File: config.mk
export PLATFORM = sky130hd
export DESIGN_NAME = readout_ctrl
export DESIGN_NICKNAME = d
export VERILOG_FILES = /design/src/rtl/readout_pkg.sv /design/src/rtl/readout_ctrl_grp_sel.sv /design/src/rtl/readout_ctrl.sv
export SDC_FILE = /design/constraint.sdc
export NUM_CORES = 1
export LEC_CHECK = 0
export CAP_MARGIN = 20
export CORE_UTILIZATION = 40
export CTS_CLUSTER_SIZE = 40
export DETAILED_ROUTE_END_ITERATION = 16
export GPL_TIMING_DRIVEN = 0
export PLACE_DENSITY_LB_ADDON = 0.1
export SYNTH_ARGS = -nofsm -noshare
export SYNTH_HDL_FRONTEND = slang
export SYNTH_SLANG_ARGS = --single-unit
export TNS_END_PERCENT = 30
File: constraint.sdc
create_clock -name clk_i -period 2.65 [get_ports clk_i]
set_input_delay 0.3975 -clock clk_i [delete_from_list [all_inputs] [get_ports clk_i]]
set_output_delay 0.3975 -clock clk_i [all_outputs]
set_load 0.01 [all_outputs]
File: src/rtl/readout_pkg.sv
`default_nettype none
// +----------------------------------------------------------------------+
// | Module      : readout_pkg                                            |
// | Description : Shared types, constants and group-search helper for    |
// |               the sample-memory readout sequencer.                   |
// | Revision    : 1.0  initial release                                   |
// +----------------------------------------------------------------------+
package readout_pkg;

   localparam int GRP_CNT = 4;
   localparam int GRP_W   = 8;
   localparam int IDX_W   = 2;

   typedef enum logic [2:0] {
      S_IDLE = 3'd0,
      S_READ = 3'd1,
      S_WAIT = 3'd2,
      S_SEND = 3'd3,
      S_NEXT = 3'd4,
      S_DONE = 3'd5
   } state_t;

   typedef struct packed {
      logic             vld;
      logic [IDX_W-1:0] idx;
   } grp_next_t;

   // Lowest enabled group strictly above idx (or at idx when incl is set).
   // vld is low when no such group exists.
   function automatic grp_next_t next_grp(input logic [GRP_CNT-1:0] en,
                                          input logic [IDX_W-1:0]   idx,
                                          input logic               incl);
      grp_next_t res;
      res.vld = 1'b0;
      res.idx = '0;
      for (int k = GRP_CNT - 1; k >= 0; k--) begin
         if (en[k] && ((k > int'(idx)) || (incl && (k == int'(idx))))) begin
            res.vld = 1'b1;
            res.idx = k[IDX_W-1:0];
         end
      end
      return res;
   endfunction

endpackage
`default_nettype wire

File: src/rtl/readout_ctrl_grp_sel.sv
`default_nettype none
// +----------------------------------------------------------------------+
// | Module      : grp_sel                                                |
// | Description : Combinational priority encoder picking the next        |
// |               enabled channel group for byte serialisation.          |
// | Revision    : 1.0  initial release                                   |
// +----------------------------------------------------------------------+
module grp_sel
   import readout_pkg::*;
(
   input  logic [GRP_CNT-1:0] i_en,
   input  logic [IDX_W-1:0]   i_idx,
   input  logic               i_first,
   output logic [IDX_W-1:0]   o_nxt,
   output logic               o_vld
);

   grp_next_t w_res;

   // With i_first set the search includes i_idx itself (used to find the
   // lowest enabled group from zero); otherwise it looks strictly above.
   always_comb begin
      w_res = next_grp(i_en, i_idx, i_first);
   end

   assign o_nxt = w_res.idx;
   assign o_vld = w_res.vld;

endmodule
`default_nettype wire

File: src/rtl/readout_ctrl.sv
`default_nettype none
// +----------------------------------------------------------------------+
// | Module      : readout_ctrl                                           |
// | Description : Walks sample memory backwards from the newest sample   |
// |               and streams enabled byte groups to the transmitter.    |
// | Revision    : 1.0  initial release                                   |
// +----------------------------------------------------------------------+
module readout_ctrl
   import readout_pkg::*;
#(
   parameter int DEPTH_W  = 12,
   parameter int SAMPLE_W = 32
)(
   input  logic                clk_i,
   input  logic                rst_i,
   input  logic                start_i,
   input  logic                abort_i,
   input  logic [DEPTH_W-1:0]  end_addr_i,
   input  logic [DEPTH_W:0]    cnt_i,
   input  logic [GRP_CNT-1:0]  grp_en_i,
   output logic                mem_rd_o,
   output logic [DEPTH_W-1:0]  mem_addr_o,
   input  logic [SAMPLE_W-1:0] mem_i,
   output logic [GRP_W-1:0]    tx_o,
   output logic                tx_stb_o,
   input  logic                tx_rdy_i,
   output logic                busy_o,
   output logic                done_o
);

   localparam logic [DEPTH_W:0]   C_REM_ONE  = 1;
   localparam logic [DEPTH_W-1:0] C_ADDR_ONE = 1;

   state_t               r_state;
   state_t               w_state_nxt;
   logic [DEPTH_W-1:0]   r_addr;
   logic [DEPTH_W:0]     r_rem;
   logic [DEPTH_W:0]     w_rem_dec;
   logic [GRP_CNT-1:0]   r_en;
   logic [SAMPLE_W-1:0]  r_sample;
   logic [IDX_W-1:0]     r_idx;
   logic [IDX_W-1:0]     w_idx_sel;
   logic [IDX_W-1:0]     w_nidx;
   logic                 w_nvld;
   logic                 w_first;
   logic                 w_xfer;
   logic                 w_start_ok;

   assign w_first    = (r_state == S_WAIT);
   assign w_idx_sel  = w_first ? '0 : r_idx;
   assign w_xfer     = (r_state == S_SEND) && tx_rdy_i;
   assign w_rem_dec  = r_rem - C_REM_ONE;
   assign w_start_ok = (r_state == S_IDLE) && start_i && !abort_i;

   grp_sel u_grp_sel (
      .i_en    (r_en),
      .i_idx   (w_idx_sel),
      .i_first (w_first),
      .o_nxt   (w_nidx),
      .o_vld   (w_nvld)
   );

   // State register.
   always_ff @(posedge clk_i or posedge rst_i) begin
      if (rst_i) r_state <= S_IDLE;
      else       r_state <= w_state_nxt;
   end

   // Next-state decode; abort overrides everything including a start.
   always_comb begin
      w_state_nxt = r_state;
      if (abort_i) begin
         w_state_nxt = S_IDLE;
      end else begin
         case (r_state)
            S_IDLE: if (start_i) w_state_nxt = ((cnt_i == '0) || (grp_en_i == '0)) ? S_DONE : S_READ;
            S_READ: w_state_nxt = S_WAIT;
            S_WAIT: w_state_nxt = S_SEND;
            S_SEND: if (w_xfer && !w_nvld) w_state_nxt = S_NEXT;
            S_NEXT: w_state_nxt = (w_rem_dec == '0) ? S_DONE : S_READ;
            S_DONE: w_state_nxt = S_IDLE;
            default: w_state_nxt = S_IDLE;
         endcase
      end
   end

   // Datapath: request latch, sample capture, byte index and counters.
   always_ff @(posedge clk_i or posedge rst_i) begin
      if (rst_i) begin
         r_addr   <= '0;
         r_rem    <= '0;
         r_en     <= '0;
         r_sample <= '0;
         r_idx    <= '0;
      end else if (!abort_i) begin
         if (w_start_ok) begin
            r_addr <= end_addr_i;
            r_rem  <= cnt_i;
            r_en   <= grp_en_i;
         end
         if (r_state == S_WAIT) begin
            r_sample <= mem_i;
            r_idx    <= w_nidx;
         end
         if (w_xfer && w_nvld) begin
            r_idx <= w_nidx;
         end
         if (r_state == S_NEXT) begin
            r_rem  <= w_rem_dec;
            r_addr <= r_addr - C_ADDR_ONE;
         end
      end
   end

   assign mem_rd_o   = (r_state == S_READ);
   assign mem_addr_o = r_addr;
   assign tx_stb_o   = (r_state == S_SEND);
   assign tx_o       = (r_state == S_SEND) ? r_sample[r_idx*GRP_W +: GRP_W] : '0;
   assign busy_o     = (r_state != S_IDLE);
   assign done_o     = (r_state == S_DONE);

endmodule
`default_nettype wire

==> impl_metrics.tcl <==
set metrics [dict create \
    wirelength_um 9450 \
    postSynthAreaPerCell_sq_um 9.97 \
    p_int_mw 2.84 \
    switching_share_pct 34.2 \
    dp_slack_ns 0.213 \
    grt_max_degree 67 \
    syn_area_sq_um 3760 \
    synth_flop_cell "dfrtp_1" \
    coreArea_sq_um 9150 \
    place.port_buffers 89 \
    track_usage_pct 20.3 \
    rsz0062_at_grt "false" \
    vias 3238 \
    final_common_cell "clkdlybuf4s50_1" \
    dieArea_sq_um 9790 \
    synthDistinctLibCells 59 \
    end_kind "output port" \
    pin_count 90 \
    final_core_utilization_pct 54.9 \
    pwr-share-seq_pct 41.4 \
    finalWorstSetupSlack_ns 0.117 \
    drc 0 \
    num-nets-final 549 \
    relSlewSlack_pct 45.1 \
    cts.sinks 66 \
    nFillCells 846 \
    start_util_pct 41.1 \
    hold_viol 0 \
    finalSetupViolations 0 \
    insertion_delay_ns 0.35 \
    syn-num-nets 446 \
    dr.pass1.iters 4 \
    min_period_ns 2.53 \
    worst_pin_slew_ns 0.823 \
    cts-root-buf "clkbuf_8" \
    cp_data_arrival_time_ns 2.14 \
    first_global_vias 3162 \
    cts_htree_levels 3 \
    ys.warnings.count 0 \
    comb_power_share_pct 38.5 \
    yosys-top-cells-area "dfrtp_1 (44%), mux2_2 (9.9%), mux4_2 (4.8%), nand2_1 (3.9%), o21ai_0 (3.7%)" \
    grt_overflow 0 \
    syn_to_final_growth_pct 33.8 \
    p_clk_share_pct 20.0 \
    cts_buffers 9 \
    finClkSkew_ns 0.00965 \
    cp-start-kind "register" \
    switching_power_mw 1.48 \
    seq_area_frac_synth_pct 44.0 \
    drtIter0Drc 102 \
    dp_hpwl_um 6770 \
    path_max_fanout 10 \
    gp_congestion 0.822 \
    antennaDiodeCount 0 \
    final_cell_mix "clkdlybuf4s50_1 (88), dfrtp_1 (65), nand2_1 (39)" \
    hp-class "reg2reg" \
    min_period_over_period_pct 95.6 \
    synth_edf_count 0 \
    grt_pass1_wl_um 15400 \
    synth_top_area_share_pct 44.0 \
    tritoncts "yes" \
    p_leak_nw 2.02 \
    synth_cells 377 \
    wl_per_cell_um 15.9 \
    status "finished, final reports clean" \
    yosysTopAreaCell "dfrtp_1" \
    async_reset_ff_share_pct 100 \
    clk_path_buf_depth 2 \
    critical_path_class "reg2out" \
    slew_viol_final 0 \
    maxCapViolCount 0 \
    irDropWorstVdd_uv 324 \
    crit_required_ns 2.25 \
    p_per_area_nw_per_um2 858 \
    antenna_found_initial 0 \
    die_width_um 98.9 \
    rows 35 \
    fmax_ghz 0.395 \
    via_per_inst 5.43 \
    final_antenna_net_count 0 \
    cts.clk_slew.worst_paths_ns 0.08 \
    die_h_um 98.9 \
    synth_seq_cells 66 \
    drive_above_1_share_pct 19.0 \
]
[through the flow]
| step | instance area (sq um) | setup TNS, ns | total power, mW | std cells | hold WS [ns] |
|---|---|---|---|---|---|
| floorplan | 3760 | 0 | 2.85 | 377 | 0.470 |
| global placement | 4790 | -45.43 | 3.38 | 577 | 0.485 |
| detailed placement | 4790 | 0 | 3.43 | 577 | 0.490 |
| CTS | 4990 | 0 | 4.31 | 593 | 0.509 |
| global route | 5030 | 0 | 4.63 | 596 | 0.517 |
| finish | 5030 | 0 | 4.31 | 596 | 0.506 |
[state kept, by name, summed over array words and instances, names as in the netlist]
register,count
r_idx,2
r_state,3
mem_addr_o,12
r_rem,13
r_en,4
r_sample,32
[path summary, 6_finish.rpt]
kind | start | end | slack [ns] | cells past startpoint
worst max-delay path | r_state[2] | tx_o[4] | 0.12 | 6
worst min-delay path | r_sample[13] | r_sample[13] | 0.51 | 1
worst max register to register | r_rem[2] | r_state[2] | 0.60 | 6
worst min register to register | r_sample[13] | r_sample[13] | 0.51 | 1
max in group asynchronous | rst_i | r_idx[0] | 1.50 | 2
min in group asynchronous | rst_i | r_sample[4] | 0.56 | 2
[logic make-up after synthesis]
| kind of cell | Yosys count | share of synthesized area, % |
|---|---|---|
| buffers and inverters | 34 | 4.33 |
| DFF | 66 | 44.0 |
| adders and majority gates | 3 | 0.999 |
| xor gates and xnor gates | 2 | 0.466 |
| and+or+nand+nor | 140 | 19.6 |
| muxes | 42 | 15.0 |
| AOI/OAI and AO/OA | 90 | 15.7 |
[metal layers]
layer  up-vias  GRT usage [%]  part of all wire (%)
li1       1586              -                     -
met1      1565           26.1                    45
met2        79           33.9                    50
met3         8           3.55                   4.2
met4         0           8.27                   1.2
met5         -              0                     0
[cell type report]
class                      count  area, sq um  area share (%)
buffer                        21          121            2.41
clock inverter                 7         75.1            1.49
clock buffer                   9          124            2.46
multi-input combinational    277         1950            38.7
inverter                      13         53.8            1.07
timing repair buffer          92          916            18.2
tap                          111          139            2.76
sequential                    66         1650            32.9
[cells in the mapped netlist, types with 2 or more instances]
library cell / count
dfrtp_1: 66
nand2_1: 39
mux2_2: 33
o21ai_0: 28
nor2_1: 24
a21oi_1: 23
inv_1: 13
nor3_1: 12
buf_2: 10
and2_1: 8
mux4_2: 8
nand3_1: 8
a32oi_1: 7
nor2b_1: 7
a22oi_1: 6
clkbuf_1: 6
nand2b_1: 5
buf_4: 4
nand3b_1: 4
nand4_1: 4
nor4_1: 4
or3_1: 4
ha_1: 3
nor3b_1: 3
o21bai_1: 3
o22ai_1: 3
o31ai_1: 3
or3_4: 3
a211oi_1: 2
and3_1: 2
nand2_2: 2
o211ai_1: 2
o311ai_0: 2
[critical path, stage by stage, from the launching register on]
cell and delay (ns):
dfrtp_1 0.38, buf_2 0.18, nand2b_1 0.19, or2_4 0.27
inv_4 0.10, and2_1 0.13, clkdlybuf4s50_1 0.53
[power by group through the flow]
stage                     logic [mW]  registers [mW]  clock network [mW]
after floorplan                 1.11            1.74                   0
after global placement          1.58            1.79                   0
after detailed placement        1.62            1.81                   0
after CTS                       1.63            1.79               0.891
after global routing            1.83            1.86               0.945
final                           1.66            1.79               0.864
[repair_timing]
action	4_1_cts	5_1_grt
setup buffers	0	3
setup endpoints to repair	8	8
resized for setup	4	4
hold buffers	0	0
(Power assumes the default switching activity.)
